$ cat config.mk
export PLATFORM = sky130hd
export DESIGN_NAME = tmr_seq
export DESIGN_NICKNAME = d
export VERILOG_FILES = /design/src/rtl/tmr_seq_pkg.sv /design/src/rtl/tmr_seq_fsm.sv /design/src/rtl/tmr_seq.sv
export SDC_FILE = /design/constraint.sdc
export NUM_CORES = 1
export LEC_CHECK = 0
export ABC_AREA = 1
export BUFFER_PORTS_ARGS = -buffer_cell sky130_fd_sc_hd__clkbuf_2
export CAP_MARGIN = 10
export CORE_MARGIN = 1
export CORE_UTILIZATION = 40
export DETAILED_ROUTE_END_ITERATION = 7
export SYNTH_ARGS = -nofsm -noshare
export SYNTH_HDL_FRONTEND = slang
export SYNTH_SLANG_ARGS = --single-unit
$ cat constraint.sdc
create_clock -name clk -period 2 [get_ports clk]
set_clock_uncertainty 0.2 [all_clocks]
set_input_delay 0.4 -clock clk [delete_from_list [all_inputs] [get_ports clk]]
set_output_delay 0.4 -clock clk [all_outputs]
set_load 0.03 [all_outputs]
$ cat src/rtl/tmr_seq_pkg.sv
// tmr_seq_pkg: shared constants and types for the tmr sequencer.
//  - SEQ_* : sequencer slave register offsets
//  - TMR_* : register offsets of the attached tmr (master side)
//  - tmr_cr_v / seq_cr_v : control register layouts
//  - tmr_seq_st_e : sequencer FSM states
package tmr_seq_pkg;

  localparam logic [4:0] SEQ_CR  = 5'h00;
  localparam logic [4:0] SEQ_SR  = 5'h04;
  localparam logic [4:0] SEQ_CNT = 5'h08;
  localparam logic [4:0] SEQ_WP  = 5'h0C;
  localparam logic [4:0] SEQ_TD  = 5'h10;
  localparam logic [4:0] SEQ_IR  = 5'h14;

  localparam logic [4:0] TMR_CR  = 5'h00;
  localparam logic [4:0] TMR_RE  = 5'h08;
  localparam logic [4:0] TMR_IR  = 5'h0C;

  // tmr control word, en in bit 0
  typedef struct packed {
    logic ex;
    logic ie;
    logic r;
    logic en;
  } tmr_cr_v;

  typedef struct packed {
    logic ie;
    logic loop;
    logic en;
  } seq_cr_v;

  typedef enum logic [2:0] {
    ST_IDLE, ST_STOP, ST_LDRE, ST_START, ST_WAIT, ST_ACK, ST_NEXT, ST_FIN
  } tmr_seq_st_e;

  function automatic logic reg_we(input logic we, input logic [4:0] addr,
                                  input logic [4:0] a);
    return we && (addr == a);
  endfunction

endpackage

$ cat src/rtl/tmr_seq_fsm.sv
// tmr_seq_fsm: sequencer state machine. Owns the state and the table index,
// and drives the master port towards the attached tmr (one write per write state).
//  clk, rstn      clock, async active-low reset
//  i_en, i_loop   sequencer control bits
//  i_tmr_irq      irq from tmr (sampled only in WAIT)
//  i_tbl_q        table entry at o_idx
//  i_last         index of the last used entry
//  o_idx, o_busy  status
//  o_start        sequence starting (clears done)
//  o_done_set     normal completion (sets done)
//  o_fin          FIN state (clears en)
//  o_m_*          master port to tmr
module tmr_seq_fsm
  import tmr_seq_pkg::*;
#(
  parameter int tmr_w = 8,
  parameter int depth = 8,
  localparam int idx_w = $clog2(depth)
) (
  input  logic             clk,
  input  logic             rstn,
  input  logic             i_en,
  input  logic             i_loop,
  input  logic             i_tmr_irq,
  input  logic [tmr_w-1:0] i_tbl_q,
  input  logic [idx_w-1:0] i_last,
  output logic [idx_w-1:0] o_idx,
  output logic             o_busy,
  output logic             o_start,
  output logic             o_done_set,
  output logic             o_fin,
  output logic [4:0]       o_m_addr,
  output logic             o_m_we,
  output logic [31:0]      o_m_wd
);

  localparam tmr_cr_v CR_GO = '{ex: 1'b0, ie: 1'b1, r: 1'b1, en: 1'b1};

  tmr_seq_st_e      r_st, w_nxt;
  logic [idx_w-1:0] r_idx;
  logic             w_last;

  assign w_last     = (r_idx == i_last);
  assign o_idx      = r_idx;
  assign o_busy     = (r_st != ST_IDLE);
  assign o_start    = (r_st == ST_IDLE) && i_en;
  // en still set in FIN means normal completion; an abort already cleared it
  assign o_done_set = (r_st == ST_FIN) && i_en;
  assign o_fin      = (r_st == ST_FIN);

  always_comb begin
    w_nxt = r_st;
    case (r_st)
      ST_IDLE:  if (i_en) w_nxt = ST_STOP;
      ST_STOP:  w_nxt = ST_LDRE;
      ST_LDRE:  w_nxt = ST_START;
      ST_START: w_nxt = ST_WAIT;
      ST_WAIT:  if (i_tmr_irq) w_nxt = ST_ACK;
      ST_ACK:   w_nxt = ST_NEXT;
      ST_NEXT:  w_nxt = (w_last && !i_loop) ? ST_FIN : ST_STOP;
      ST_FIN:   w_nxt = ST_IDLE;
      default:  w_nxt = ST_IDLE;
    endcase
    // CPU cleared en mid-sequence: stop the tmr and leave without done
    if (!i_en && r_st != ST_IDLE && r_st != ST_FIN) w_nxt = ST_FIN;
  end

  always_ff @(posedge clk or negedge rstn) begin
    if (!rstn) begin
      r_st  <= ST_IDLE;
      r_idx <= '0;
    end else begin
      r_st <= w_nxt;
      if (r_st == ST_IDLE && i_en) begin
        r_idx <= '0;
      end else if (r_st == ST_NEXT && i_en) begin
        // last entry: wrap when looping, otherwise hold for status readback
        if (!w_last)     r_idx <= r_idx + 1'b1;
        else if (i_loop) r_idx <= '0;
      end
    end
  end

  always_comb begin
    o_m_we   = 1'b0;
    o_m_addr = '0;
    o_m_wd   = '0;
    case (r_st)
      ST_STOP:  begin o_m_we = 1'b1; o_m_addr = TMR_CR; end
      ST_LDRE:  begin o_m_we = 1'b1; o_m_addr = TMR_RE; o_m_wd = 32'(i_tbl_q); end
      ST_START: begin o_m_we = 1'b1; o_m_addr = TMR_CR; o_m_wd = 32'(CR_GO); end
      ST_ACK:   begin o_m_we = 1'b1; o_m_addr = TMR_IR; end
      ST_FIN:   begin o_m_we = 1'b1; o_m_addr = TMR_CR; end
      default:  ;
    endcase
  end

endmodule

$ cat src/rtl/tmr_seq.sv
// tmr_seq: autonomous sequencer stepping a private tmr through a table of
// compare values. Slave register file lives here; tmr_seq_fsm drives the tmr.
//  clk, rstn          clock, async active-low reset
//  addr, we, wd, rd   slave bus (rd combinational on addr)
//  irq                done & ie
//  m_addr, m_we, m_wd master port to the attached tmr
//  tmr_irq            irq from the attached tmr
module tmr_seq
  import tmr_seq_pkg::*;
#(
  parameter int tmr_w = 8,
  parameter int depth = 8
) (
  input  logic        clk,
  input  logic        rstn,
  input  logic [4:0]  addr,
  input  logic        we,
  input  logic [31:0] wd,
  output logic [31:0] rd,
  output logic        irq,
  output logic [4:0]  m_addr,
  output logic        m_we,
  output logic [31:0] m_wd,
  input  logic        tmr_irq
);

  localparam int         idx_w   = $clog2(depth);
  localparam logic [4:0] DEPTH_C = 5'(depth);

  seq_cr_v          r_cr;
  logic [4:0]       r_cnt;
  logic [idx_w-1:0] r_wp;
  logic             r_done;
  logic [tmr_w-1:0] r_tbl [depth];

  logic [idx_w-1:0] w_idx;
  logic             w_busy, w_start, w_done_set, w_fin;
  logic [4:0]       w_cnt_m1;
  logic [31:0]      w_sr;
  logic             w_unused;

  assign w_unused = ^{wd, w_cnt_m1};

  // CNT of 0 behaves as 1, anything above depth as depth
  always_comb begin
    if (r_cnt == 5'd0)         w_cnt_m1 = 5'd0;
    else if (r_cnt > DEPTH_C)  w_cnt_m1 = DEPTH_C - 5'd1;
    else                       w_cnt_m1 = r_cnt - 5'd1;
  end

  always_ff @(posedge clk or negedge rstn) begin
    if (!rstn) begin
      r_cr   <= '0;
      r_cnt  <= '0;
      r_wp   <= '0;
      r_done <= 1'b0;
      for (int i = 0; i < depth; i++) r_tbl[i] <= '0;
    end else begin
      if (reg_we(we, addr, SEQ_CR)) begin
        r_cr.ie   <= wd[2];
        r_cr.loop <= wd[1];
        // while busy en can only be cleared (abort), never set
        r_cr.en   <= w_busy ? (r_cr.en & wd[0]) : wd[0];
      end
      if (w_fin) r_cr.en <= 1'b0;
      if (reg_we(we, addr, SEQ_CNT)) r_cnt <= wd[4:0];
      if (reg_we(we, addr, SEQ_WP))  r_wp  <= wd[idx_w-1:0];
      if (reg_we(we, addr, SEQ_TD)) begin
        r_tbl[r_wp] <= wd[tmr_w-1:0];
        r_wp        <= r_wp + 1'b1;
      end
      // completion beats a same-cycle SEQ_IR clear
      if (w_done_set)                                r_done <= 1'b1;
      else if (w_start || reg_we(we, addr, SEQ_IR))  r_done <= 1'b0;
    end
  end

  always_comb begin
    w_sr             = '0;
    w_sr[8 +: idx_w] = w_idx;
    w_sr[1]          = r_done;
    w_sr[0]          = w_busy;
  end

  always_comb begin
    case (addr)
      SEQ_CR:  rd = 32'(r_cr);
      SEQ_SR:  rd = w_sr;
      SEQ_CNT: rd = 32'(r_cnt);
      SEQ_WP:  rd = 32'(r_wp);
      SEQ_TD:  rd = 32'(r_tbl[r_wp]);
      default: rd = '0;
    endcase
  end

  assign irq = r_done & r_cr.ie;

  tmr_seq_fsm #(.tmr_w(tmr_w), .depth(depth)) u_fsm (
    .clk        (clk),
    .rstn       (rstn),
    .i_en       (r_cr.en),
    .i_loop     (r_cr.loop),
    .i_tmr_irq  (tmr_irq),
    .i_tbl_q    (r_tbl[w_idx]),
    .i_last     (w_cnt_m1[idx_w-1:0]),
    .o_idx      (w_idx),
    .o_busy     (w_busy),
    .o_start    (w_start),
    .o_done_set (w_done_set),
    .o_fin      (w_fin),
    .o_m_addr   (m_addr),
    .o_m_we     (m_we),
    .o_m_wd     (m_wd)
  );

endmodule
Yosys cells after proc, flatten, opt, wreduce, memory -nomap -nowiden

Cells that the tools add are included.

Latch bits: 0
ROM bits: 0
RAM bits: 0
Flip-flop bits (word level): 82
Memories kept: 0
Output and inout bits: 71

Add/sub/neg operators: 3
Equal/unequal tests: 17
Multiplexer cells: 31
Reduce and logical (&&, ||, !) cells: 26
$lt $le $gt $ge: 4
Shifts and indexed selects: 0
Multipliers: 0
Div/mod/pow operators: 0
Bitwise operators: 4

Operator list:

| cell                | number |
|---|---|
| $bwmux 64           | 1 |
| $pmux 11 s5         | 1 |
| $bmux 8 s3          | 2 |
| $mux 8              | 5 |
| $mux 3              | 12 |
| $demux 8 s3         | 1 |
| $pmux 3 s8          | 1 |
| $pmux 8 s2          | 1 |
| $eq 3x3->1 const B  | 4 |
| $logic_and 1x1->1   | 12 |
| $eq 5x4->1 const B  | 2 |
| $eq 5x5->1 const B  | 2 |
| $logic_not 5->1     | 2 |
| $ge 4x4->1 const B  | 2 |
| $not 3->4           | 2 |
| $pmux 4 s2          | 1 |
| $reduce_bool 2->1   | 4 |
| $add 3x1->3 const B | 2 |
| $eq 3x2->1 const B  | 2 |
| $mux 1              | 6 |
| $ne 3x2->1 const B  | 2 |
| $ne 3x3->1 const B  | 2 |
| $eq 5x3->1 const B  | 1 |
| $gt 5x4->1 const B  | 1 |
| other kinds (11)    | 14 |

Longest topological paths before layout

Gate-level depths: netlist (run 1).

Depth after elaboration: 8
Gate-level depth with buffers: 15

Cells and area by module

Synthesis (run 1) repeated with hierarchy kept, for this count alone.

Cell total of the unflattened synthesis: 785
Area, all modules: 5492.8 µm²

Modules (own cells, without submodules):

| module      | cells each | area each (µm²) | instances | seq. area each (µm²) |
|---|---|---|---|---|
| tmr_seq     | 662        | 4727.0          | 1         | 1901.8 |
| tmr_seq_fsm | 123        | 765.7           | 1         | 150.1 |

Worst setup path before layout (run 1)

Ideal clock, no wire load.

Kind: register to output
From: register u_fsm.r_idx[0] (netlist: u_fsm.o_idx[0])
To: output port m_wd[3]
Arrival: 1881 ps
Data required time: 1400 ps
Cell stages (with the launch flop): 8
Slack: -481 ps
Path buffers: 2
Path through: dfrtp_1 buf_2 inv_2 clkbuf_1 nand2_1 o21ai_0 a21oi_1 a311oi_1

Cells in the longest elaborated chain, start to end: 5

Ends and longest elaborated chain:

| what                                      | line              | source |
|---|---|---|
| start: declaration                        | tmr_seq_fsm.sv:40 | `logic [idx_w-1:0] r_idx;` |
| start signal: assignment                  | tmr_seq_fsm.sv:78 | `if (!w_last) r_idx <= r_idx + 1'b1;` |
| $not 3->4 (implied by the code)           | tmr_seq.sv:104    | `.i_tbl_q (r_tbl[w_idx]),` |
| $bmux 8 s3                                | tmr_seq.sv:104    |  |
| $mux 8 (implied by the code) (2 in a row) | tmr_seq.sv:104    |  |
| $pmux 8 s2                                | tmr_seq_fsm.sv:88 | `case (r_st)` |
| end: declaration                          | tmr_seq.sv:23     | `output logic [31:0] m_wd,` |

No other way between the ends. The select of a mux whose other input is x is not followed.

Worst setup path in the final report (run 1)

From: register r_wp[1]
To: output port rd[0]

Cells in the longest elaborated chain, start to end: 5

Ends and longest elaborated chain:

| what                                      | line          | source |
|---|---|---|
| start: declaration                        | tmr_seq.sv:32 | `logic [idx_w-1:0] r_wp;` |
| start signal: assignment                  | tmr_seq.sv:67 | `if (reg_we(we, addr, SEQ_WP)) r_wp <= wd[idx_w-1:0];` |
| start signal: assignment                  | tmr_seq.sv:70 | `r_wp <= r_wp + 1'b1;` |
| $not 3->4 (implied by the code)           | tmr_seq.sv:91 | `SEQ_TD: rd = 32'(r_tbl[r_wp]);` |
| $bmux 8 s3                                | tmr_seq.sv:91 |  |
| $mux 8 (implied by the code) (2 in a row) | tmr_seq.sv:91 |  |
| $pmux 11 s5                               | tmr_seq.sv:86 | `case (addr)` |
| end: declaration                          | tmr_seq.sv:19 | `output logic [31:0] rd,` |

No other way between the ends. The select of a mux whose other input is x is not followed.

==> results of run 1 <==
==> cells by family (layout without fill, tap and decap cells) <==
kind of cell / count (synthesis) / in the layout / share of synthesized area
AO/OA/AOI/OAI: 217 / 217 / 0.2334
AND/OR/NAND/NOR: 230 / 230 / 0.1998
XOR/XNOR: 2 / 2 / 0.003383
other: 1 / 48 / 0.0007241
buffers and inverters: 145 / 200 / 0.1568
flip-flops: 82 / 82 / 0.3962
adder cells (fa/ha/maj): 4 / 4 / 0.009665
==> critical path, cell delays in order, from the launching register on <==
cell      delay [ns]
dfrtp_2         0.44
buf_6           0.13
nor2_4          0.20
o21ai_2         0.09
a21oi_2         0.13
nor3_1          0.07
o21ai_1         0.09
nand2_1         0.11
nand3_1         0.10
clkbuf_8        0.16
==> layout make-up <==
type                       instances  area (um2)
tap                              172       215.2
timing repair buffer             115        1092
clock buffer                      11       252.7
clock inverter                     5       62.56
inverter                          69       271.5
sequential                        82        2058
fill                            1170        5864
multi-input combinational        501        2803
==> routing by layer <==
metal	vias up	wire, um	global-route usage
li1	2379	-	-
met2	162	7394	0.4016
met4	0	303	0.08632
met5	-	0	0
met1	2347	6528	0.2967
met3	23	744	0.04498
==> state kept, by name (all words and copies together), names as in the netlist <==
register     cells
u_fsm.r_st       3
r_cr             3
r_done           1
r_wp             3
r_cnt            5
r_tbl           64
u_fsm.o_idx      3
==> timing repair <==
action,in CTS,in global routing
setup buffers,7,6
pin swaps,15,18
endpoints found under the setup margin,20,27
hold endpoints to repair,82,0
hold buffers,1,0
gates cloned,0,0
resized for setup,87,63
==> power by group through the flow <==
stage / clock network [mW] / logic (mW) / registers (mW)
2_1_floorplan: 0 / 1.89 / 2.07
3_3_place_gp: 0 / 2.72 / 2.09
3_5_place_dp: 0 / 2.79 / 2.10
4_1_cts: 1.78 / 3.08 / 2.10
6_report: 1.75 / 3.37 / 2.12
5_1_grt: 1.84 / 3.67 / 2.15
==> cells in the mapped netlist <==
cell type  count  area [um2]
o21ai_0       83       415.4
nor2_2         4       25.02
nor2_8         2       40.04
nand2_2        3       18.77
inv_1         66       247.7
nor3_2         1       10.01
o2111ai_1      3       26.28
o22ai_1        6       37.54
nor4_1         1       6.260
buf_2          4       20.02
nor3_4         1       16.27
nor2_4         1       11.26
xnor2_1        2       17.52
buf_4         51       382.9
o211ai_1      13       97.59
o21a_1         4       30.03
clkbuf_1      11       41.29
buf_6          9       101.4
ha_1           4       50.05
or2_2          1       6.260
o21ai_1       55       275.3
a41oi_1        3       26.28
nand3_1       21       105.1
nand4_1        1       6.260
inv_2          2       7.510
nor2_1        41       153.9
a211oi_1       1       7.510
a21oi_1       35       175.2
clkbuf_2       1       5.000
nand2_1      141       529.3
nand2_4        7       78.83
dfrtp_1       82        2052
conb_1         1       3.750
a221oi_1       3       26.28
nand3b_1       1       7.510
a311oi_1       5       43.79
a31oi_1        2       12.51
nor3_1         4       20.02
o21ai_2        4       35.03
inv_4          1       6.260
==> stage by stage <==
step	utilization	instance area [um2]	setup TNS, ns	worst slack [ns]
floorplan	-	5535	-0.05432	-0.05432
global placement	0.4698	5928	-2.953	-0.1895
detailed placement	0.4698	5928	-4.008	-0.2497
CTS	0.5204	6568	-6.876	-0.4786
global route	0.5353	6755	-8.330	-0.5301
finish	0.5353	6755	-6.630	-0.4641
==> worst paths after layout <==
path | start | to | slack (ns)
worst max-delay path | r_wp[1] | rd[0] | -0.46
worst min-delay path | wd[2] | r_tbl[10] | 0.08
worst max register to register | r_cnt[1] | u_fsm.o_idx[0] | 0.09
worst min register to register | r_tbl[55] | r_tbl[55] | 0.29
max in group asynchronous | rstn | u_fsm.o_idx[1] | 0.79
min in group asynchronous | rstn | r_cnt[2] | 0.44
==> flow_summary_export.csv, run 1 <==
group,metric,value,unit
finish,layout-drive-gt1-share,0.2835,
power,power.density,1071,nW/um2
power,switchingPower,2.892,mW
critical_path,startpoint_type,"register",
die,die_x,115.8,um
placed_design,place_inst,926,
clock_network,clockBufferDepth,2,
timing,whs,0.08352,ns
detailed_routing,drt_iter0_drc,261,
placed_design,globalplace.congestion,0.9693,
detailed_routing,drt_first_pass_iters,5,
power,swShare,0.3999,
power,p_int,4.340,mW
die,coreArea,12620,um2
die,pin_count,112,
power,clock_power_share,0.242,
job,max_cap_violations,0,
finish,diodes,0,
global_route,grt_pass1_vias,4634,
power,p_leak,3.212,nW
power,power,7.233,mW
finish,stdcell_count,955,
synthesis,synth-seq-area-share,0.3962,
die,dieArea,13410,um2
timing,period_needed,2.464,ns
finish,layout_common_cells,"nand2_1 (132), dfrtp_1 (77), o21ai_1 (74), inv_1 (55), buf_4 (55)",
timing,hold_viol,0,
critical_path,cp-end-kind,"output pin",
detailed_routing,viasPerCell,5.142,
clock_network,worstSkewPairLatency,0.34,ns
synthesis,synthCells,681,
detailed_routing,wire_per_inst,15.68,um
detailed_routing,vias,4911,
timing,min_period_over_period,1.232,
synthesis,syn_area,5179,um2
synthesis,avgSynthCellArea,7.605,um2
clock_network,cts_tree,"built",
placed_design,io_buffers,39,
timing,final.setup.worst_slack,-0.4641,ns
timing,report.final.setup_viol,18,
global_route,grt_antenna_before_repair,0,
worst_hold_path,min_path_type,"in -> reg",
clock_network,clk_pin_slew,0.07,ns
critical_path,required,1.40,ns
synthesis,synthDistinctLibCells,40,
clock_network,htreeDepth,3,
die,core.rowCount,41,
timing,fmax,0.4058,GHz
detailed_routing,antenna_left,0,
die,die_h,115.8,um
global_route,gr-total-overflow,0,
finish,layout.nets,823,
worst_hold_path,holdPathStages,3,
outcome,status,"finished with violations",
clock_network,cts-root-buf,"clkbuf_16",
outcome,violations,"negative setup slack",
synthesis,ys_ff_latch,82,
synthesis,yosys_warnings,0,
power,p_seq_frac,0.293,
global_route,grt_first_pass_wirelength,23.69,mm
power,ir_drop,0.5819,mV
clock_network,cts_sinks,82,
timing,rsz0062_at_grt,"yes",
critical_path,arrival,1.86,ns
critical_path,critPathKind,"reg -> out",
critical_path,worst_r2r_path_depth,13,
critical_path,cp_max_fo,5,
global_route,grt_start_max_net_pins,83,
power,p_comb_frac,0.465,
clock_network,cts_buffers,9,
die,floorplan.initialDensity,0.4104,
timing,slew_viol_final,0,
finish,mostFrequentLayoutCell,"nand2_1",
global_route,grt_usage,0.2355,
placed_design,dp_hpwl,10.64,mm
finish,syn_to_final_growth,30.44,%
detailed_routing,wirelength,14.97,mm
detailed_routing,drc,0,
No activity file was read; power rests on OpenSTA's default activity.
==> inputs of run 2 (changes only) <==
Settings changed: BUFFER_PORTS_ARGS -buffer_cell sky130_fd_sc_hd__clkbuf_2 to not set, DONT_BUFFER_PORTS set to 1, SYNTH_HIERARCHICAL set to 1.
Clock period 2 ns to 2.9 ns, I/O delays scaled along.
==> flow_summary_export.csv, run 2 <==
group,metric,value,unit
clock_network,cts_buffers,9,
finish,layout.nets,847,
finish,utilization,0.4540,
detailed_routing,viasPerCell,4.935,
clock_network,worstSkewPairLatency,0.35,ns
timing,report.final.setup_viol,0,
timing,rsz0062_at_grt,"no",
die,core.rowCount,42,
power,switchingPower,1.381,mW
finish,finalInstanceArea,6036,um2
critical_path,startpoint,"r_wp[0]",
clock_network,clk_pin_slew,0.06,ns
finish,mostFrequentLayoutCell,"nand2_1",
synthesis,synth_most_common_cell,"nand2_1",
clock_network,cts_sinks,82,
critical_path,cp-end-kind,"output pin",
timing,period_needed,2.789,ns
synthesis,yosysTopAreaCell,"dfrtp_1",
detailed_routing,vias,4851,
global_route,gr-total-overflow,0,
timing,worst_pin_slew,0.5438,ns
placed_design,placed_cell_area,5655,um2
timing,slew_viol_final,0,
synthesis,synth_edf_count,0,
die,floorplan.initialDensity,0.4131,
power,p_leak,3.146,nW
timing,min_period_over_period,0.9616,
power,clock_power_share,0.331,
synthesis,synthArstFlopShare,1.000,
power,ir_drop,0.2982,mV
detailed_routing,drt_iter0_drc,481,
placed_design,dp_hpwl,9.776,mm
die,pin_count,112,
synthesis,syn_area,5493,um2
critical_path,required,2.12,ns
die,coreArea,13300,um2
timing,hold_viol,0,
clock_network,cts_tree,"built",
finish,top_regs,"r_tbl: 64 flops, r_cnt: 5 flops",
synthesis,synthDistinctLibCells,32,
power,power,3.703,mW
synthesis,ys_ff_latch,82,
clock_network,htreeDepth,3,
critical_path,arrival,2.01,ns
synthesis,synth_flop_cell,"dfrtp_1",
global_route,grt_pass1_vias,4497,
timing,slew_headroom,0.6361,
timing,fmax,0.3586,GHz
die,dieArea,14210,um2
synthesis,yosysTopAreaCellShare,0.3736,
synthesis,avgSynthCellArea,6.997,um2
critical_path,cp_max_fo,25,
synthesis,synth-seq-area-share,0.3736,
critical_path,reg2reg_from,"r_cnt[0]",
critical_path,startpoint_type,"register",
finish,layout-drive-gt1-share,0.1190,
clock_network,cts-root-buf,"clkbuf_16",
power,p_comb_frac,0.297,
power,p_int,2.322,mW
timing,setup-tns-final,0,ns
synthesis,yosys-top-cells-area,"dfrtp_1 (37%), nand2_1 (17%), buf_4 (6.7%)",
clock_network,clockBufferDepth,2,
job,max_cap_violations,0,
global_route,grt_antenna_before_repair,0,
detailed_routing,drt_first_pass_iters,6,
critical_path,critPathKind,"reg -> out",
die,die_h,119.2,um
finish,top_register,"r_tbl",
global_route,grt_start_max_net_pins,83,
detailed_routing,wire_per_inst,14.91,um
detailed_routing,wirelength,14.66,mm
synthesis,synthTopCellsByCount,"nand2_1 (243), inv_1 (93), dfrtp_1 (82)",
power,power.density,613.5,nW/um2
placed_design,io_buffers,0,
finish,layout_common_cells,"nand2_1 (242), inv_1 (92), dfrtp_1 (80), o21ai_1 (62), o21ai_0 (54)",
die,die_x,119.2,um
finish,syn_to_final_growth,9.886,%
placed_design,dpl_worst_slack,0.3697,ns
worst_hold_path,min_path_type,"in -> reg",
global_route,grt_first_pass_wirelength,24.08,mm
timing,final.setup.worst_slack,0.1113,ns
synthesis,yosys_warnings,6,
placed_design,globalplace.congestion,0.8312,
detailed_routing,antenna_left,0,
power,swShare,0.3731,
global_route,grt_usage,0.2216,
synthesis,synthCells,785,
finish,largest_reg_flops,64,
detailed_routing,drc,0,
critical_path,rrSetupSlack,0.74,ns
power,p_seq_frac,0.372,
worst_hold_path,hp-start,"wd[1]",
outcome,status,"finished clean",
finish,diodes,0,
## run 2: path summary, 6_finish.rpt
path / cells after the start / endpoint
worst min register to register: 2 / r_tbl[55]
worst max-delay path: 7 / rd[3]
worst min-delay path: 2 / r_cnt[1]
max in group asynchronous: 2 / r_wp[1]
worst max register to register: 11 / u_fsm/o_idx[2]
min in group asynchronous: 2 / r_tbl[26]
## run 2: per-layer routing
metal,global-route usage,part of all wire
met1,0.3131,0.48
met2,0.3303,0.44
met3,0.05220,0.049
met4,0.07516,0.025
met5,0,0
## run 2: power groups by stage
stage               Sequential, mW  Combinational (mW)  Clock (mW)
global placement              1.39                1.04           0
floorplan                     1.34               0.883           0
finish                        1.38                1.10        1.22
detailed placement            1.39                1.06           0
global route                  1.40                1.24        1.29
CTS                           1.37                1.10        1.25
## run 2: kinds of logic (layout without fill, tap and decap cells)
group / count (synthesis) / count (layout) / synth area share
flip-flops: 82 / 82 / 0.3736
buffers and inverters: 181 / 157 / 0.1715
AO/OA/AOI/OAI: 166 / 166 / 0.1622
XOR/XNOR: 4 / 4 / 0.006379
other: 2 / 48 / 0.001367
AND/OR/NAND/NOR: 346 / 346 / 0.2759
adder cells (fa/ha/maj): 4 / 4 / 0.009112
## run 2: final cells by class
type	instances	area, um2
inverters	103	390.4
clock inverters	5	61.31
well taps	176	220.2
multi-input cells	568	2679
clock buffers	11	252.7
fillers	1438	7259
repair buffers	38	377.9
flip-flops and latches	82	2054
## run 2: stage by stage
| stage | std cells | hold slack, ns |
|---|---|---|
| global placement | 964 | 0.08851 |
| global route | 983 | 0.1571 |
| CTS | 983 | 0.1451 |
| detailed placement | 964 | 0.08741 |
| finish | 983 | 0.1567 |
| floorplan | 831 | 0.08441 |
## run 2: what timing repair did
| action | CTS | global route |
|---|---|---|
| endpoints found under the hold margin | 82 | 0 |
| gates resized for setup | 2 | 9 |
| hold buffers | 2 | 0 |
| endpoints found under the setup margin | 4 | 7 |
| setup buffers | 1 | 0 |
## run 2: worst max-delay path, cell delays in order (launching register included)
cell and delay, ns:
dfrtp_1 0.41, inv_2 0.38, nand2_1 0.10, nand3_1 0.13
nand2_1 0.06, o21ai_0 0.26, nand2_1 0.15, buf_12 0.16
==> inputs of run 3 (changes only) <==
Settings changed: CORE_UTILIZATION 40 to 35.
==> flow_summary_export.csv, run 3 (synthesis results as in run 2) <==
group,metric,value,unit
clock_network,clk_pin_slew,0.06,ns
placed_design,dp_hpwl,10.03,mm
job,max_cap_violations,0,
die,die_x,127.3,um
clock_network,worstSkewPairLatency,0.35,ns
global_route,grt_usage,0.1932,
finish,top_register,"r_tbl",
power,swShare,0.3625,
placed_design,dpl_worst_slack,0.4383,ns
timing,whs,0.1559,ns
global_route,grt_pass1_vias,4507,
power,p_seq_frac,0.373,
timing,period_needed,2.760,ns
detailed_routing,wirelength,14.36,mm
detailed_routing,viasPerCell,4.738,
timing,setup-tns-final,0,ns
finish,diodes,0,
timing,slew_headroom,0.6375,
timing,final.setup.worst_slack,0.1395,ns
detailed_routing,drt_iter0_drc,284,
critical_path,critPathKind,"reg -> out",
die,pin_count,112,
finish,top_regs,"r_tbl: 64 flops, r_cnt: 5 flops",
die,die_h,127.3,um
finish,largest_reg_flops,64,
die,floorplan.initialDensity,0.3600,
timing,slew_viol_final,0,
global_route,grt_start_max_net_pins,83,
global_route,grt_antenna_before_repair,0,
global_route,grt_first_pass_wirelength,23.72,mm
outcome,status,"finished clean",
clock_network,clockBufferDepth,2,
clock_network,cts_buffers,9,
power,power,3.692,mW
critical_path,startpoint_type,"register",
global_route,gr-total-overflow,0,
power,ir_drop,0.3819,mV
timing,rsz0062_at_grt,"no",
finish,mostFrequentLayoutCell,"nand2_1",
worst_hold_path,min_path_type,"in -> reg",
placed_design,globalplace.congestion,0.8381,
detailed_routing,drt_first_pass_iters,5,
timing,hold_viol,0,
clock_network,htreeDepth,3,
timing,fmax,0.3623,GHz
timing,report.final.setup_viol,0,
critical_path,required,2.12,ns
detailed_routing,antenna_left,0,
die,coreArea,15260,um2
clock_network,cts_sinks,82,
timing,min_period_over_period,0.9519,
finish,syn_to_final_growth,10.68,%
clock_network,cts_setup_buffers,0,
clock_network,cts-root-buf,"clkbuf_16",
die,dieArea,16200,um2
power,p_leak,3.166,nW
critical_path,arrival,1.98,ns
placed_design,io_buffers,0,
finish,layout_common_cells,"nand2_1 (243), inv_1 (92), dfrtp_1 (80), o21ai_1 (60), o21ai_0 (56)",
clock_network,cts_tree,"built",
finish,layout.nets,848,
detailed_routing,drc,0,
power,switchingPower,1.339,mW
critical_path,cp-end-kind,"output pin",
timing,worst_pin_slew,0.5418,ns
power,power.density,607.4,nW/um2
finish,layout-drive-gt1-share,0.1177,
power,clock_power_share,0.330,
placed_design,placed_cell_area,5727,um2
critical_path,cp_max_fo,9,
power,p_int,2.354,mW
detailed_routing,wire_per_inst,14.11,um
finish,fillers,1616,
detailed_routing,vias,4823,
power,p_comb_frac,0.296,
finish,finalInstanceArea,6080,um2
die,core.rowCount,45,
==> run 3: changes by cell type in the layout (fill, tap and decap cells not counted), sizes merged <==
cell	delta
clkinv	+3
clkinvlp	-3
clkbuf	-2
buf	+1
bufinv	+1
==> run 3: routing by layer <==
layer,routed length (um),up-vias,GRT usage
met5,0,-,0
met4,301,0,0.06863
met3,901,27,0.04606
met2,6318,165,0.3054
met1,6841,2215,0.2575
li1,-,2416,-
==> run 3: critical path: stages, from the launching register on <==
cell and delay [ns]:
dfrtp_2 0.50, nand2_1 0.12, clkinv_1 0.06, buf_4 0.19
nand3_1 0.08, nand2_1 0.04, o21ai_0 0.31, nand2_1 0.16
buf_12 0.17
==> run 3: area by class of cell <==
type,instances,area [um2],area share
timing repair buffer,39,390.4,0.06421
tap,211,264.0,0.04342
multi-input combinational,568,2676,0.4402
sequential,82,2054,0.3379
clock inverter,6,82.58,0.01358
clock buffer,9,225.2,0.03704
inverter,103,386.6,0.06359
==> run 3: power groups by stage <==
| stage | clock, mW | sequential [mW] | combinational, mW |
|---|---|---|---|
| floorplan | 0 | 1.34 | 0.883 |
| global placement | 0 | 1.39 | 1.05 |
| detailed placement | 0 | 1.39 | 1.06 |
| CTS | 1.25 | 1.37 | 1.10 |
| global route | 1.30 | 1.39 | 1.24 |
| finish | 1.22 | 1.38 | 1.09 |
==> run 3: worst paths after layout <==
check,from,endpoint,slack (ns),cells past startpoint
max in group asynchronous,rstn,r_tbl[2],1.52,2
hold / removal,wd[0],r_cnt[0],0.16,2
hold reg to reg,r_tbl[53],r_tbl[53],0.28,2
setup / recovery,r_wp[1],rd[2],0.14,8
setup reg to reg,r_cnt[0],u_fsm/o_idx[2],0.74,11
min in group asynchronous,rstn,r_tbl[60],0.58,2
==> run 3: per-stage QoR <==
| stage | cells | util |
|---|---|---|
| after floorplan | 831 | - |
| after global placement | 1001 | 0.3753 |
| after detailed placement | 1001 | 0.3753 |
| after CTS | 1018 | 0.3980 |
| after global routing | 1018 | 0.3984 |
| final | 1018 | 0.3984 |
==> run 3: timing repair <==
| action | CTS | global route |
|---|---|---|
| endpoints found under the hold margin | 82 | 0 |
| hold buffers | 2 | 0 |
| setup endpoints to repair | 0 | 7 |
| gates resized for setup | 0 | 6 |
